`config.mk`:
```
export PLATFORM = sky130hd
export DESIGN_NAME = instr_fetch
export DESIGN_NICKNAME = d
export VERILOG_FILES = /design/src/rtl/if_pkg.sv /design/src/rtl/if_pc_sel.sv /design/src/rtl/instr_fetch.sv
export SDC_FILE = /design/constraint.sdc
export NUM_CORES = 1
export LEC_CHECK = 0
export CORE_MARGIN = 8
export CORE_UTILIZATION = 45
export DETAILED_ROUTE_END_ITERATION = 6
export HOLD_SLACK_MARGIN = 0.05
export PLACE_DENSITY = 0.79
export SLEW_MARGIN = 40
export SYNTH_ARGS = -nofsm -noshare
export SYNTH_HDL_FRONTEND = slang
export SYNTH_SLANG_ARGS = --single-unit
```
`constraint.sdc`:
```
create_clock -name clk -period 2.7 [get_ports clk]
set_input_delay 0.27 -clock clk [delete_from_list [all_inputs] [get_ports clk]]
set_output_delay 0.27 -clock clk [all_outputs]
set_load 0.02 [all_outputs]
```
`src/rtl/if_pkg.sv`:
```
// Shared types and constants for the instruction fetch stage.
package if_pkg;

  typedef enum logic [1:0] {
    IDLE = 2'd0,
    REQ  = 2'd1,
    WAIT = 2'd2
  } if_state_e;

  localparam logic [31:0] IF_NOP      = 32'h0000_0013;
  localparam logic [31:0] IF_RESET_PC = 32'h0000_0000;

endpackage

```
`src/rtl/if_pc_sel.sv`:
```
// Next-fetch target mux and alignment handling.
// IF_ALIGN_CHECK_EN: flag misaligned targets instead of silently clearing bits [1:0].
module if_pc_sel #(
  parameter int XLEN = 32
) (
  input  logic            jump_en,
  input  logic            expc_en,
  input  logic [XLEN-1:0] jump_target,
  input  logic [XLEN-1:0] ex_target,
  input  logic [XLEN-1:0] seq_pc,
  output logic [XLEN-1:0] target,
  output logic            misaligned
);

  localparam logic [XLEN-1:0] ALIGN_MASK = {{(XLEN-2){1'b1}}, 2'b00};

  logic [XLEN-1:0] raw_s;

  // Jump has priority over an EX-resolved branch.
  always_comb begin
    raw_s = seq_pc;
    if (jump_en) begin
      raw_s = jump_target;
    end else if (expc_en) begin
      raw_s = ex_target;
    end else begin
      raw_s = seq_pc;
    end
  end

`ifdef IF_ALIGN_CHECK_EN
  assign target     = raw_s;
  assign misaligned = (raw_s[1:0] != 2'b00);
`else
  assign target     = raw_s & ALIGN_MASK;
  assign misaligned = 1'b0;
`endif

endmodule

```
`src/rtl/instr_fetch.sv`:
```
// Instruction fetch stage: PC select, imem req/gnt/rvalid handshake, instr latch.
// IF_ALIGN_CHECK_EN enables the misaligned-target error path.
module instr_fetch
  import if_pkg::*;
#(
  parameter int              XLEN     = 32,
  parameter logic [XLEN-1:0] RESET_PC = XLEN'(IF_RESET_PC)
) (
  input  logic            clk,
  input  logic            rst_n,
  input  logic            PC_en,
  input  logic            Jump_en,
  input  logic            EXPC_en,
  input  logic [XLEN-1:0] jump_target,
  input  logic [XLEN-1:0] ex_target,
  output logic            imem_req,
  output logic [XLEN-1:0] imem_addr,
  input  logic            imem_gnt,
  input  logic            imem_rvalid,
  input  logic [31:0]     imem_rdata,
  output logic [31:0]     instr,
  output logic [XLEN-1:0] pc_out,
  output logic            fetch_done,
  output logic            fetch_busy,
  output logic            fetch_err
);

  localparam logic [XLEN-1:0] PC_STEP = XLEN'(32'd4);

  if_state_e       state_r, state_nxt_s;
  logic [XLEN-1:0] seq_pc_r, seq_pc_nxt_s;
  logic [XLEN-1:0] addr_nxt_s, pc_nxt_s, target_s;
  logic [31:0]     instr_nxt_s;
  logic            req_nxt_s, done_nxt_s, err_nxt_s, misaligned_s;

  if_pc_sel #(.XLEN(XLEN)) u_pc_sel (
    .jump_en     (Jump_en),
    .expc_en     (EXPC_en),
    .jump_target (jump_target),
    .ex_target   (ex_target),
    .seq_pc      (seq_pc_r),
    .target      (target_s),
    .misaligned  (misaligned_s)
  );

  // Next-state and next-output logic; imem_addr doubles as the held fetch address.
  always_comb begin
    state_nxt_s  = state_r;
    seq_pc_nxt_s = seq_pc_r;
    req_nxt_s    = imem_req;
    addr_nxt_s   = imem_addr;
    instr_nxt_s  = instr;
    pc_nxt_s     = pc_out;
    done_nxt_s   = 1'b0;
    err_nxt_s    = 1'b0;
    case (state_r)
      IDLE: begin
        if (PC_en) begin
          seq_pc_nxt_s = target_s + PC_STEP;
          if (misaligned_s) begin
            instr_nxt_s = IF_NOP;
            pc_nxt_s    = target_s;
            done_nxt_s  = 1'b1;
            err_nxt_s   = 1'b1;
          end else begin
            addr_nxt_s  = target_s;
            req_nxt_s   = 1'b1;
            state_nxt_s = REQ;
          end
        end else begin
          state_nxt_s = IDLE;
        end
      end
      REQ: begin
        if (imem_gnt) begin
          req_nxt_s = 1'b0;
          if (imem_rvalid) begin
            instr_nxt_s = imem_rdata;
            pc_nxt_s    = imem_addr;
            done_nxt_s  = 1'b1;
            state_nxt_s = IDLE;
          end else begin
            state_nxt_s = WAIT;
          end
        end else begin
          state_nxt_s = REQ;
        end
      end
      WAIT: begin
        if (imem_rvalid) begin
          instr_nxt_s = imem_rdata;
          pc_nxt_s    = imem_addr;
          done_nxt_s  = 1'b1;
          state_nxt_s = IDLE;
        end else begin
          state_nxt_s = WAIT;
        end
      end
      default: begin
        req_nxt_s   = 1'b0;
        state_nxt_s = IDLE;
      end
    endcase
  end

  // State and output registers.
  always_ff @(posedge clk or negedge rst_n) begin
    if (!rst_n) begin
      state_r    <= IDLE;
      seq_pc_r   <= RESET_PC;
      imem_req   <= 1'b0;
      imem_addr  <= '0;
      instr      <= IF_NOP;
      pc_out     <= RESET_PC;
      fetch_done <= 1'b0;
      fetch_err  <= 1'b0;
    end else begin
      state_r    <= state_nxt_s;
      seq_pc_r   <= seq_pc_nxt_s;
      imem_req   <= req_nxt_s;
      imem_addr  <= addr_nxt_s;
      instr      <= instr_nxt_s;
      pc_out     <= pc_nxt_s;
      fetch_done <= done_nxt_s;
      fetch_err  <= err_nxt_s;
    end
  end

  assign fetch_busy = (state_r != IDLE);

endmodule

```
==> impl_metrics.ini <==
[clock_tree]
clk_pin_slew_ps = 60
root_buffer = clkbuf_16
clock_latency_ps = 410
post_cts_resized = 0
clkSinkCount = 126
clockBufferDepth = 2
cts_buffers = 17
cts_tree = yes
cts_max_level = 4

[sta]
setup_tns_ps = 0
worst_slew_pin_slew_ps = 653.1
period_needed_ps = 2353
timing.hold.ws_ps = 453.6
max_slew_margin_pct = 56.46
hold_viol = 0
rsz0062_at_grt = false
slew_viol_final = 0
final.setup.worst_slack_ps = 347.3
skew_ps = 6.870
setup_viol = 0
fmaxAchievable_mhz = 425.0
post-route-period-util_pct = 87.14

[detailed_routing]
num_vias = 4991
routed_wl_um = 17180
drc = 0
post_drt_wl_per_cell_um = 17.84
first_pass_iters = 4
viasPerCell = 5.183
antenna_left = 0
drtIter0Drc = 239

[global_routing]
grt_util_met2_pct = 32.57
antenna_found_initial = 0
gr-max-usage-layer = met2
grtUsageMet3_pct = 5.640
grt_start_max_net_pins = 71
met1_usage_pct = 24.85
grt_pass1_wl_um = 28160
grt_overflow = 0
grtUsageTotal_pct = 20.04
grt_pass1_vias = 5204

[job]
max-cap-violations = 0

[floorplan]
die_w_um = 131.8
die_height_um = 131.8
ios = 203
initial_core_util_pct = 45.71
die_area_mm2 = 0.01736
rows = 42
coreArea_mm2 = 0.01319

[setup_path]
end_kind = flop
crit_type = reg2reg
worstPathArrival_ps = 2680
worstPathMaxFanout = 13
startpoint_type = flop
crit_required_ps = 3020

[layout]
diodes = 0
most-common-layout-cells = clkdlybuf4s50_1, dfrtp_1, nand2_1, mux2_2, o21ai_0
area_growth_pct = 48.12
layout_commonest_cell = clkdlybuf4s50_1
fin_nets = 882
drive_gt1_share_pct = 19.06

[synth]
synth_cell_type_count = 43
synth_warnings = 0
ys_ff_latch = 126
synth_area_mm2 = 0.006030
netlist_instances = 560
yosysSeqAreaShare_pct = 52.36
syn_area_per_cell_um2 = 10.77

[worst_hold_path]
min_path_type = in2reg

[placement]
gp_congestion = 0.8153
place_ws_ps = -15.61
place_hpwl_um = 13130
portBuffers = 193

[power_and_ir_drop]
vdd.ir_drop.worst_mv = 0.5398
p_per_area_mw_per_mm2 = 1152
p_leak_nw = 3.844
totalPowerFinal_mw = 10.29

[status]
status = finished, final reports clean
==> worst paths after layout <==
check	from	to	slack, ps	cells after the start
min in group asynchronous	rst_n	instr[2]$_DFFE_PN0P_	460	2
max reg2reg	seq_pc_r[3]$_DFFE_PN0P_	seq_pc_r[20]$_DFFE_PN0P_	350	8
min	imem_rvalid	state_r[1]$_DFF_PN0_	450	2
min reg2reg	seq_pc_r[16]$_DFFE_PN0P_	seq_pc_r[16]$_DFFE_PN0P_	490	2
max in group asynchronous	rst_n	instr[0]$_DFFE_PN1P_	1450	3
max	seq_pc_r[3]$_DFFE_PN0P_	seq_pc_r[20]$_DFFE_PN0P_	350	8
==> power by group <==
part	total, mW	switching (mW)	internal, mW
combinational	4.50	2.23	2.27
clock	2.39	0.834	1.56
sequential	3.40	0.575	2.83
total	10.3	3.64	6.65
==> registers in the layout, summed over array words and instances, names as in the netlist <==
register,cells
instr,32
imem_req,1
state_r,2
pc_out,30
seq_pc_r,30
imem_addr,30
fetch_done,1
==> cells by family (layout without fill, tap and decap cells) <==
kind of cell / after synthesis / count (layout) / synth area share, %
adder cells (fa/ha/maj): 5 / 5 / 1.038
XOR/XNOR: 11 / 11 / 1.598
flip-flops: 126 / 126 / 52.36
AO/OA/AOI/OAI: 87 / 87 / 8.363
other: 1 / 5 / 0.06219
multiplexers: 99 / 99 / 17.87
AND/OR/NAND/NOR: 188 / 188 / 14.92
buffers and inverters: 43 / 266 / 3.797
==> repair_timing <==
action,CTS,global route
hold endpoints to repair,67,0
setup buffers,0,0
setup endpoints to repair,0,0
hold buffers,1,0
==> layer usage <==
| metal | part of all wire [%] | vias up |
|---|---|---|
| met1 | 43 | 2391 |
| met4 | 1.6 | 0 |
| met3 | 7.0 | 16 |
| li1 | - | 2402 |
| met2 | 48 | 182 |
| met5 | 0 | - |
==> Yosys cell counts, drive strengths merged <==
master / number / area (um^2)
a21o: 1 / 7.510
a21oi: 4 / 20.02
a22oi: 1 / 7.510
a31oi: 13 / 81.33
and2: 4 / 25.02
and3: 1 / 6.260
and3b: 1 / 8.760
and4: 2 / 17.52
and4b: 1 / 11.26
buf: 15 / 123.9
clkbuf: 22 / 82.58
conb: 1 / 3.750
dfrtp: 123 / 3078
dfstp: 3 / 78.83
ha: 5 / 62.56
inv: 6 / 22.52
mux2: 69 / 777.0
mux2i: 30 / 300.3
nand2: 113 / 426.7
nand3: 10 / 55.05
nand4: 9 / 68.81
nor2: 24 / 90.09
nor2b: 2 / 12.51
nor3: 1 / 5.000
nor4: 3 / 48.80
o211ai: 2 / 15.01
o21a: 6 / 45.04
o21ai: 49 / 245.2
o21bai: 1 / 7.510
o31ai: 10 / 75.07
or3: 3 / 18.77
or4: 14 / 105.1
xnor2: 8 / 70.07
xor2: 3 / 26.28
==> worst max-delay path: stages (launching register included) <==
cell and delay [ps]:
dfrtp_1 360, mux2i_1 80, o21ai_1 190, ha_1 220, inv_1 100, nor4_4 320, nand3_2 270, or4_1 560
a31oi_1 180
==> through the flow <==
step                      instances  instance area [um^2]  utilization, %
after global routing            963                  8931           67.71
after global placement          930                  8285           62.82
final                           963                  8931           67.71
after floorplan                 564                  6045               -
after CTS                       963                  8931           67.71
after detailed placement        930                  8285           62.82
==> area by class of cell <==
| cell class | instances | area (um^2) |
|---|---|---|
| clock inverter | 11 | 155.1 |
| timing repair buffer | 228 | 2226 |
| clock buffer | 21 | 480.5 |
| inverter | 6 | 22.52 |
| tap | 176 | 220.2 |
| fill | 959 | 4259 |
| sequential | 126 | 3157 |
| multi-input combinational | 395 | 2670 |
Power figures use the tool's default switching activity.
